<file path="config.mk">
export PLATFORM = sky130hd
export DESIGN_NAME = mem_access_unit_flat
export DESIGN_NICKNAME = d
export VERILOG_FILES = /design/src/rtl/mem_unit_pkg.sv /design/src/rtl/rom_inf.sv /design/src/rtl/load_extend.sv /design/src/rtl/mem_access_unit.sv /design/src/flat_wrapper.sv
export SDC_FILE = /design/constraint.sdc
export NUM_CORES = 1
export LEC_CHECK = 0
export ABC_AREA = 1
export CORE_UTILIZATION = 47
export CTS_BUF_LIST = sky130_fd_sc_hd__clkbuf_16
export CTS_CLUSTER_DIAMETER = 60
export CTS_CLUSTER_SIZE = 25
export DETAILED_ROUTE_END_ITERATION = 10
export HOLD_SLACK_MARGIN = 0.15
export PLACE_DENSITY_LB_ADDON = 0.25
export SLEW_MARGIN = 20
export SYNTH_ARGS = -nofsm -noshare
export SYNTH_HDL_FRONTEND = slang
export SYNTH_HIERARCHICAL = 1
export SYNTH_SLANG_ARGS = --single-unit
</file>
<file path="constraint.sdc">
create_clock -name clk -period 5.8 [get_ports clk]
set_input_delay 0.87 -clock clk [delete_from_list [all_inputs] [get_ports clk]]
set_output_delay 0.87 -clock clk [all_outputs]
set_load 0.01 [all_outputs]
</file>
<file path="src/rtl/mem_unit_pkg.sv">
// Shared types and helpers for the memory access unit.
//   mem_size_e       access width encoding of req_size
//   mu_state_e       controller states
//   size_to_bytenum  access width -> byte count presented on the bus
//   is_misaligned    natural-alignment test for half/word accesses
package mem_unit_pkg;

    localparam int COMMON_W = 32;

    typedef enum logic [1:0] {
        SIZE_BYTE = 2'd0,
        SIZE_HALF = 2'd1,
        SIZE_WORD = 2'd2,
        SIZE_BAD  = 2'd3
    } mem_size_e;

    typedef enum logic [2:0] {
        ST_IDLE     = 3'd0,
        ST_RD_ISSUE = 3'd1,
        ST_RD_WAIT  = 3'd2,
        ST_WR_ISSUE = 3'd3,
        ST_WR_WAIT  = 3'd4,
        ST_RESP     = 3'd5
    } mu_state_e;

    function automatic logic [2:0] size_to_bytenum(input mem_size_e size);
        case (size)
            SIZE_BYTE: return 3'd1;
            SIZE_HALF: return 3'd2;
            SIZE_WORD: return 3'd4;
            default:   return 3'd0;
        endcase
    endfunction

    function automatic logic is_misaligned(input mem_size_e size, input logic [1:0] addr_lsb);
        case (size)
            SIZE_HALF: return addr_lsb[0];
            SIZE_WORD: return addr_lsb != 2'b00;
            default:   return 1'b0;
        endcase
    endfunction

endpackage

</file>
<file path="src/rtl/rom_inf.sv">
// Memory request interface. One instance carries either reads or writes.
//   addr      byte address
//   data      read data (memory -> unit) or write data (unit -> memory)
//   byte_num  bytes in the access: 1, 2 or 4
//   en        access request level, held until done or abort
//   done      completion level from the memory
interface rom_inf;
    logic [mem_unit_pkg::COMMON_W-1:0] addr;
    logic [mem_unit_pkg::COMMON_W-1:0] data;
    logic [2:0]                        byte_num;
    logic                              en;
    logic                              done;

    modport unit_read  (output addr, byte_num, en, input data, done);
    modport unit_write (output addr, data, byte_num, en, input done);
    modport mem_read   (input addr, byte_num, en, output data, done);
    modport mem_write  (input addr, data, byte_num, en, output done);
endinterface

</file>
<file path="src/rtl/load_extend.sv">
// Combinational load-data extension.
//   data       raw word from memory, loaded value low-aligned
//   size       access width
//   is_signed  1: replicate the msb of the loaded value, 0: zero fill
//   result     extended 32-bit value
module load_extend
    import mem_unit_pkg::*;
(
    input  logic [COMMON_W-1:0] data,
    input  mem_size_e           size,
    input  logic                is_signed,
    output logic [COMMON_W-1:0] result
);

    always_comb begin
        result = data;
        case (size)
            SIZE_BYTE: result = {{24{is_signed & data[7]}}, data[7:0]};
            SIZE_HALF: result = {{16{is_signed & data[15]}}, data[15:0]};
            default:   result = data;
        endcase
    end

endmodule

</file>
<file path="src/rtl/mem_access_unit.sv">
// Load/store initiator: turns one pipeline request into a single read or
// write transaction on rom_inf and returns extended load data or store
// completion, with alignment checking and a bounded wait.
//   clk, rst        clock, asynchronous active-high reset
//   req_*           request handshake and fields (accepted only in IDLE)
//   flush           abort an in-flight bus access without a response
//   resp_*          response handshake, load data and error flag
//   rd, wr          read and write memory ports
//
// state        | meaning
// -------------+---------------------------------------------------------
// ST_IDLE      | ready for a request
// ST_RD_ISSUE  | rd.en first cycle; done ignored (may be stale)
// ST_RD_WAIT   | rd.en held, waiting for done or timeout
// ST_WR_ISSUE  | wr.en first cycle; done ignored (may be stale)
// ST_WR_WAIT   | wr.en held, waiting for done or timeout
// ST_RESP      | response held until resp_ready
module mem_access_unit
    import mem_unit_pkg::*;
#(
    parameter int unsigned TIMEOUT_CYCLES = 256,
    parameter bit          CHECK_ALIGN    = 1'b1
) (
    input  logic                clk,
    input  logic                rst,
    input  logic                req_valid,
    output logic                req_ready,
    input  logic                req_we,
    input  logic [1:0]          req_size,
    input  logic                req_signed,
    input  logic [COMMON_W-1:0] req_addr,
    input  logic [COMMON_W-1:0] req_wdata,
    input  logic                flush,
    output logic                resp_valid,
    input  logic                resp_ready,
    output logic [COMMON_W-1:0] resp_rdata,
    output logic                resp_err,
    rom_inf.unit_read           rd,
    rom_inf.unit_write          wr
);

    mu_state_e           state_q, state_d;
    mem_size_e           size_q, size_d;
    logic                signed_q, signed_d;
    logic [COMMON_W-1:0] addr_q, addr_d;
    logic [COMMON_W-1:0] wdata_q, wdata_d;
    logic [2:0]          bytenum_q, bytenum_d;
    logic                rd_en_q, rd_en_d;
    logic                wr_en_q, wr_en_d;
    logic                resp_valid_q, resp_valid_d;
    logic [COMMON_W-1:0] resp_rdata_q, resp_rdata_d;
    logic                resp_err_q, resp_err_d;
    logic [31:0]         wait_cnt_q, wait_cnt_d;

    logic [COMMON_W-1:0] ext_data;
    logic [31:0]         cnt_inc;
    logic                timeout_hit;
    logic                req_illegal;

    load_extend u_load_extend (
        .data      (rd.data),
        .size      (size_q),
        .is_signed (signed_q),
        .result    (ext_data)
    );

    // Saturating count of WAIT cycles; a timeout fires on the WAIT cycle
    // that brings the count to TIMEOUT_CYCLES, unless done arrives with it.
    assign cnt_inc     = (wait_cnt_q == 32'hFFFF_FFFF) ? wait_cnt_q : wait_cnt_q + 32'd1;
    assign timeout_hit = (TIMEOUT_CYCLES != 0) && (cnt_inc >= TIMEOUT_CYCLES);

    assign req_illegal = (req_size == 2'd3) ||
                         (CHECK_ALIGN && is_misaligned(mem_size_e'(req_size), req_addr[1:0]));

    always_comb begin
        state_d      = state_q;
        size_d       = size_q;
        signed_d     = signed_q;
        addr_d       = addr_q;
        wdata_d      = wdata_q;
        bytenum_d    = bytenum_q;
        rd_en_d      = rd_en_q;
        wr_en_d      = wr_en_q;
        resp_valid_d = resp_valid_q;
        resp_rdata_d = resp_rdata_q;
        resp_err_d   = resp_err_q;
        wait_cnt_d   = wait_cnt_q;

        case (state_q)
            ST_IDLE: begin
                if (req_valid) begin
                    size_d     = mem_size_e'(req_size);
                    signed_d   = req_signed;
                    addr_d     = req_addr;
                    wdata_d    = req_wdata;
                    bytenum_d  = size_to_bytenum(mem_size_e'(req_size));
                    wait_cnt_d = 32'd0;
                    if (req_illegal) begin
                        state_d      = ST_RESP;
                        resp_valid_d = 1'b1;
                        resp_err_d   = 1'b1;
                        resp_rdata_d = '0;
                    end else if (req_we) begin
                        state_d = ST_WR_ISSUE;
                        wr_en_d = 1'b1;
                    end else begin
                        state_d = ST_RD_ISSUE;
                        rd_en_d = 1'b1;
                    end
                end
            end

            ST_RD_ISSUE, ST_WR_ISSUE: begin
                if (flush) begin
                    state_d = ST_IDLE;
                    rd_en_d = 1'b0;
                    wr_en_d = 1'b0;
                end else begin
                    state_d = (state_q == ST_RD_ISSUE) ? ST_RD_WAIT : ST_WR_WAIT;
                end
            end

            ST_RD_WAIT, ST_WR_WAIT: begin
                wait_cnt_d = cnt_inc;
                if (flush) begin
                    state_d = ST_IDLE;
                    rd_en_d = 1'b0;
                    wr_en_d = 1'b0;
                end else if ((state_q == ST_RD_WAIT) ? rd.done : wr.done) begin
                    state_d      = ST_RESP;
                    rd_en_d      = 1'b0;
                    wr_en_d      = 1'b0;
                    resp_valid_d = 1'b1;
                    resp_err_d   = 1'b0;
                    resp_rdata_d = (state_q == ST_RD_WAIT) ? ext_data : '0;
                end else if (timeout_hit) begin
                    state_d      = ST_RESP;
                    rd_en_d      = 1'b0;
                    wr_en_d      = 1'b0;
                    resp_valid_d = 1'b1;
                    resp_err_d   = 1'b1;
                    resp_rdata_d = '0;
                end
            end

            ST_RESP: begin
                if (resp_ready) begin
                    state_d      = ST_IDLE;
                    resp_valid_d = 1'b0;
                end
            end

            default: begin
                state_d = ST_IDLE;
                rd_en_d = 1'b0;
                wr_en_d = 1'b0;
            end
        endcase
    end

    always_ff @(posedge clk or posedge rst) begin
        if (rst) begin
            state_q      <= ST_IDLE;
            size_q       <= SIZE_BYTE;
            signed_q     <= 1'b0;
            addr_q       <= '0;
            wdata_q      <= '0;
            bytenum_q    <= '0;
            rd_en_q      <= 1'b0;
            wr_en_q      <= 1'b0;
            resp_valid_q <= 1'b0;
            resp_rdata_q <= '0;
            resp_err_q   <= 1'b0;
            wait_cnt_q   <= '0;
        end else begin
            state_q      <= state_d;
            size_q       <= size_d;
            signed_q     <= signed_d;
            addr_q       <= addr_d;
            wdata_q      <= wdata_d;
            bytenum_q    <= bytenum_d;
            rd_en_q      <= rd_en_d;
            wr_en_q      <= wr_en_d;
            resp_valid_q <= resp_valid_d;
            resp_rdata_q <= resp_rdata_d;
            resp_err_q   <= resp_err_d;
            wait_cnt_q   <= wait_cnt_d;
        end
    end

    // Gated by rst so the pipeline never sees ready while reset is held.
    assign req_ready   = (state_q == ST_IDLE) && !rst;
    assign resp_valid  = resp_valid_q;
    assign resp_rdata  = resp_rdata_q;
    assign resp_err    = resp_err_q;

    assign rd.en       = rd_en_q;
    assign rd.addr     = addr_q;
    assign rd.byte_num = bytenum_q;
    assign wr.en       = wr_en_q;
    assign wr.addr     = addr_q;
    assign wr.byte_num = bytenum_q;
    assign wr.data     = wdata_q;

endmodule

</file>
<file path="src/flat_wrapper.sv">
// flat-port wrapper written by rule: the top's interface ports become plain ports
module mem_access_unit_flat import mem_unit_pkg::*;
#(
    parameter int unsigned TIMEOUT_CYCLES = 256,
    parameter bit          CHECK_ALIGN    = 1'b1
)
  (clk, rst, req_valid, req_ready, req_we, req_size, req_signed, req_addr, req_wdata, flush, resp_valid, resp_ready, resp_rdata, resp_err, rd_addr, rd_byte_num, rd_en, rd_data, rd_done, wr_addr, wr_data, wr_byte_num, wr_en, wr_done);
  rom_inf rd_i ();
  rom_inf wr_i ();
  input  logic clk;
  input  logic rst;
  input  logic req_valid;
  output logic req_ready;
  input  logic req_we;
  input  logic [1:0] req_size;
  input  logic req_signed;
  input  logic [COMMON_W-1:0] req_addr;
  input  logic [COMMON_W-1:0] req_wdata;
  input  logic flush;
  output logic resp_valid;
  input  logic resp_ready;
  output logic [COMMON_W-1:0] resp_rdata;
  output logic resp_err;
  output wire logic [$bits(rd_i.addr)-1:0] rd_addr;
  output wire logic [$bits(rd_i.byte_num)-1:0] rd_byte_num;
  output wire logic [$bits(rd_i.en)-1:0] rd_en;
  input wire logic [$bits(rd_i.data)-1:0] rd_data;
  input wire logic [$bits(rd_i.done)-1:0] rd_done;
  output wire logic [$bits(wr_i.addr)-1:0] wr_addr;
  output wire logic [$bits(wr_i.data)-1:0] wr_data;
  output wire logic [$bits(wr_i.byte_num)-1:0] wr_byte_num;
  output wire logic [$bits(wr_i.en)-1:0] wr_en;
  input wire logic [$bits(wr_i.done)-1:0] wr_done;
  assign rd_addr = rd_i.addr;
  assign rd_byte_num = rd_i.byte_num;
  assign rd_en = rd_i.en;
  assign rd_i.data = rd_data;
  assign rd_i.done = rd_done;
  assign wr_addr = wr_i.addr;
  assign wr_data = wr_i.data;
  assign wr_byte_num = wr_i.byte_num;
  assign wr_en = wr_i.en;
  assign wr_i.done = wr_done;
  mem_access_unit #(.TIMEOUT_CYCLES(TIMEOUT_CYCLES), .CHECK_ALIGN(CHECK_ALIGN)) u_core (.clk(clk), .rst(rst), .req_valid(req_valid), .req_ready(req_ready), .req_we(req_we), .req_size(req_size), .req_signed(req_signed), .req_addr(req_addr), .req_wdata(req_wdata), .flush(flush), .resp_valid(resp_valid), .resp_ready(resp_ready), .resp_rdata(resp_rdata), .resp_err(resp_err), .rd(rd_i), .wr(wr_i));
endmodule
</file>
==> impl_metrics.py <==
metrics = {
    "pwr": {
        "p_int_w": 0.003101,
        "total_leakage_power_nw": 4.615,
        "power.density_nw_per_um2": 464.7,
        "p_comb_share_pct": 46.9,
        "pwr-share-clk_pct": 20.8,
        "ir_drop_uv": 365.2,
        "switchingPower_w": 0.001817,
        "p_sw_share_pct": 36.95,
        "p_seq_share_pct": 32.3,
    },
    "sta": {
        "hold_viol": 0,
        "timing.hold.ws_ns": 0.4724,
        "max_freq_ghz": 0.2794,
        "clock_skew_ns": 0.009712,
        "finalSetupViolations": 0,
        "relSlewSlack_pct": 29.79,
        "period_share_pct": 61.70,
        "timing.final.crit_period_ns": 3.578,
        "setup_tns_ns": 0,
        "rsz0062_at_grt": "no",
        "drv_slew": 0,
        "worst_pin_slew_ns": 1.053,
    },
    "critical_path": {
        "max_stage_delay_ns": 0.68,
        "cp_data_arrival_time_ns": 3.90,
        "crit_chain": "ha_1, nand2_2, nor2_4, nand2_4, nor2_4, nand2_4, clkinv_2, nor2_2, nand3_1, nor2_1, nand3_1, nor2_1, nand2_2, nand3_4, nand2_1, o21ai_2",
        "rr_worst_depth": 16,
        "cp_max_fo": 67,
        "critPathLaunchType": "register",
        "setup.worst_path.end_class": "register",
        "critPathKind": "register to register",
        "cp_slowest_cell": "nand3_4",
        "critical_path_required_ns": 6.12,
        "reg2reg_slack_ns": 2.22,
        "r2r-end": "u_core/resp_rdata[27]$_DFFE_PP0P_",
        "rr_startpoint": "u_core/wait_cnt_q[0]$_DFFE_PP0P_",
    },
    "placement": {
        "io_buffers": 245,
        "gp_congestion": 0.9135,
        "dpl.hpwl_mm": 15.20,
        "dpl_cell_area_um2": 10030,
        "post-place-cells": 1263,
    },
    "worst_hold_path": {
        "holdPathEnd": "u_core/rd.en$_DFFE_PP0P_",
        "min-delay-start": "u_core/rd.en$_DFFE_PP0P_",
        "hold_class": "register to register",
        "hold_path_depth": 2,
    },
    "grt": {
        "gr-usage-all-layers_pct": 25.65,
        "grt_overflow": 0,
        "grt_max_degree": 108,
        "grt_pass1_vias": 6499,
        "grt_pass1_wl_mm": 33.12,
        "grt_antenna_before_repair": 0,
    },
    "cells_and_area": {
        "area_growth_pct": 35.19,
        "drive_above_1_share_pct": 18.54,
        "antenna_cells": 0,
        "finalNonFillerCells": 1295,
        "design_area_um2": 10590,
        "fillers": 1297,
        "finalNetCount": 1180,
        "final_cell_mix": "245 x clkdlybuf4s50_1, 197 x nand2_1, 141 x dfrtp_1",
        "final_util_pct": 65.92,
        "layout_commonest_cell": "clkdlybuf4s50_1",
    },
    "logic_synthesis": {
        "synth_cell_types": 37,
        "mappedNetlistNets": 992,
        "synth_edf_count": 0,
        "ys_ff_latch": 141,
        "syn_area_um2": 7830,
        "synth_top_area_share_pct": 45.06,
        "synth_top_area_cell": "dfrtp_1",
        "yosysWarnings": 6,
        "syn_avg_cell_area_um2": 8.918,
        "syn-instance-count": 878,
        "async_reset_ff_share_pct": 100.0,
        "yosysSeqAreaShare_pct": 45.06,
        "synthTopCellsByArea": "dfrtp_1 45%, mux2_2 9.8%, nand2_1 9.5%",
        "synthFlopType": "dfrtp_1",
    },
    "cts": {
        "clk_latency_ns": 0.42,
        "path_clk_slew_ns": 0.06,
        "cts_root_buf": "clkbuf_16",
        "h-tree-depth": 4,
        "cts_tree": "yes",
        "hold_buffers": 0,
        "cts_setup_buffers": 0,
        "cts_made_buffers": 17,
        "cts_sinks": 141,
        "cts_resized": 0,
        "clock_path_buffers": 2,
    },
    "floorplanning": {
        "die_w_um": 131.1,
        "initial_core_util_pct": 48.76,
        "io_pins": 246,
        "coreArea_um2": 16060,
        "std_cell_rows": 46,
        "dieHeight_um": 131.1,
        "dieArea_um2": 17180,
    },
    "route": {
        "drt-total-wl_mm": 21.23,
        "drt_first_pass_iters": 5,
        "vias_per_cell": 5.110,
        "vias": 6618,
        "routedWlPerCell_um": 16.39,
        "drc": 0,
        "drt-initial-drc-count": 410,
        "ant_nets": 0,
    },
    "status": {
        "status": "finished clean",
    },
    "flow_run": {
        "max_cap_viol_count": 0,
    },
}
==> synth_stat cells (11+ instances only) <==
cell type  count
dfrtp_1      141
nand3_2       14
mux2_2        68
o21ai_0       42
inv_1         57
o21ai_2       30
nand2_2       30
buf_4         43
nor2_1        67
o22ai_1       11
nand3_1       78
clkbuf_1      18
nand2_1      198
==> how the worst max path moves through the flow <==
stage | from | slack [ns] | end
3_5_place_dp | req_size[0] | 2.11 | u_core/resp_rdata[26]$_DFFE_PP0P_
2_1_floorplan | rst | 1.15 | u_core/rd.addr[0]$_DFFE_PP0P_
6_report | u_core/wait_cnt_q[0]$_DFFE_PP0P_ | 2.22 | u_core/resp_rdata[27]$_DFFE_PP0P_
5_1_grt | u_core/wait_cnt_q[0]$_DFFE_PP0P_ | 1.91 | u_core/resp_rdata[24]$_DFFE_PP0P_
3_3_place_gp | req_size[0] | 2.19 | u_core/resp_rdata[26]$_DFFE_PP0P_
4_1_cts | u_core/wait_cnt_q[0]$_DFFE_PP0P_ | 2.27 | u_core/resp_rdata[26]$_DFFE_PP0P_
==> power groups by stage <==
| stage | combinational [W] | sequential, W | clock (W) |
|---|---|---|---|
| floorplan | 0.00134 | 0.00166 | 0 |
| global placement | 0.00229 | 0.00159 | 0 |
| detailed placement | 0.00231 | 0.00160 | 0 |
| CTS | 0.00233 | 0.00159 | 0.00105 |
| global route | 0.00247 | 0.00164 | 0.00108 |
| finish | 0.00231 | 0.00159 | 0.00102 |
==> kinds of logic after synthesis <==
group | count (synthesis) | share of synthesized area [%]
compound gates | 94 | 7.734
xor+xnor | 9 | 1.007
fa+ha+maj | 7 | 1.119
buf+inv | 143 | 10.40
flops | 141 | 45.06
mux | 68 | 9.779
simple gates | 416 | 24.90
==> cell type report <==
| type | instances | area, um2 | share of cell area (%) |
|---|---|---|---|
| inverter | 63 | 245.2 | 2.317 |
| tap | 216 | 270.3 | 2.553 |
| clock buffer | 17 | 425.4 | 4.019 |
| sequential | 141 | 3528 | 33.33 |
| clock inverter | 15 | 125.1 | 1.182 |
| timing repair buffer | 249 | 2482 | 23.45 |
| multi-input combinational | 594 | 3508 | 33.14 |
==> worst max-delay path: cells and delay by family (launching register included) <==
| kind | cells | cell delay [ns] |
|---|---|---|
| flops | 1 | 0.42 |
| compound gates | 1 | 0.09 |
| buf+inv | 1 | 0.22 |
| simple gates | 13 | 2.38 |
| fa+ha+maj | 1 | 0.28 |
==> through the flow <==
stage | worst slack [ns] | total power, W
final | 2.222 | 0.004918
after floorplan | 1.149 | 0.003001
after global placement | 2.194 | 0.003885
after global routing | 1.907 | 0.005185
after detailed placement | 2.108 | 0.003910
after CTS | 2.268 | 0.004969
==> per-layer routing <==
layer | vias to the layer above | global-route usage, % | wire length (um)
met2 | 223 | 43.11 | 10550
li1 | 3194 | - | -
met1 | 3167 | 30.30 | 8505
met5 | - | 0 | 0
met4 | 0 | 9.060 | 469
met3 | 34 | 9.213 | 1703
==> state kept, by name, summed over array words and instances (netlist names) <==
| name | cells |
|---|---|
| u_core/state_q | 3 |
| u_core/rd.en | 1 |
| u_core/wr.data | 32 |
| u_core/resp_err | 1 |
| u_core/wr.en | 1 |
| u_core/rd.byte_num | 3 |
| u_core/size_q | 2 |
| u_core/wait_cnt_q | 32 |
| u_core/resp_valid | 1 |
| u_core/rd.addr | 32 |
| u_core/resp_rdata | 32 |
| u_core/signed_q | 1 |
No activity file was read; power rests on OpenSTA's default activity.
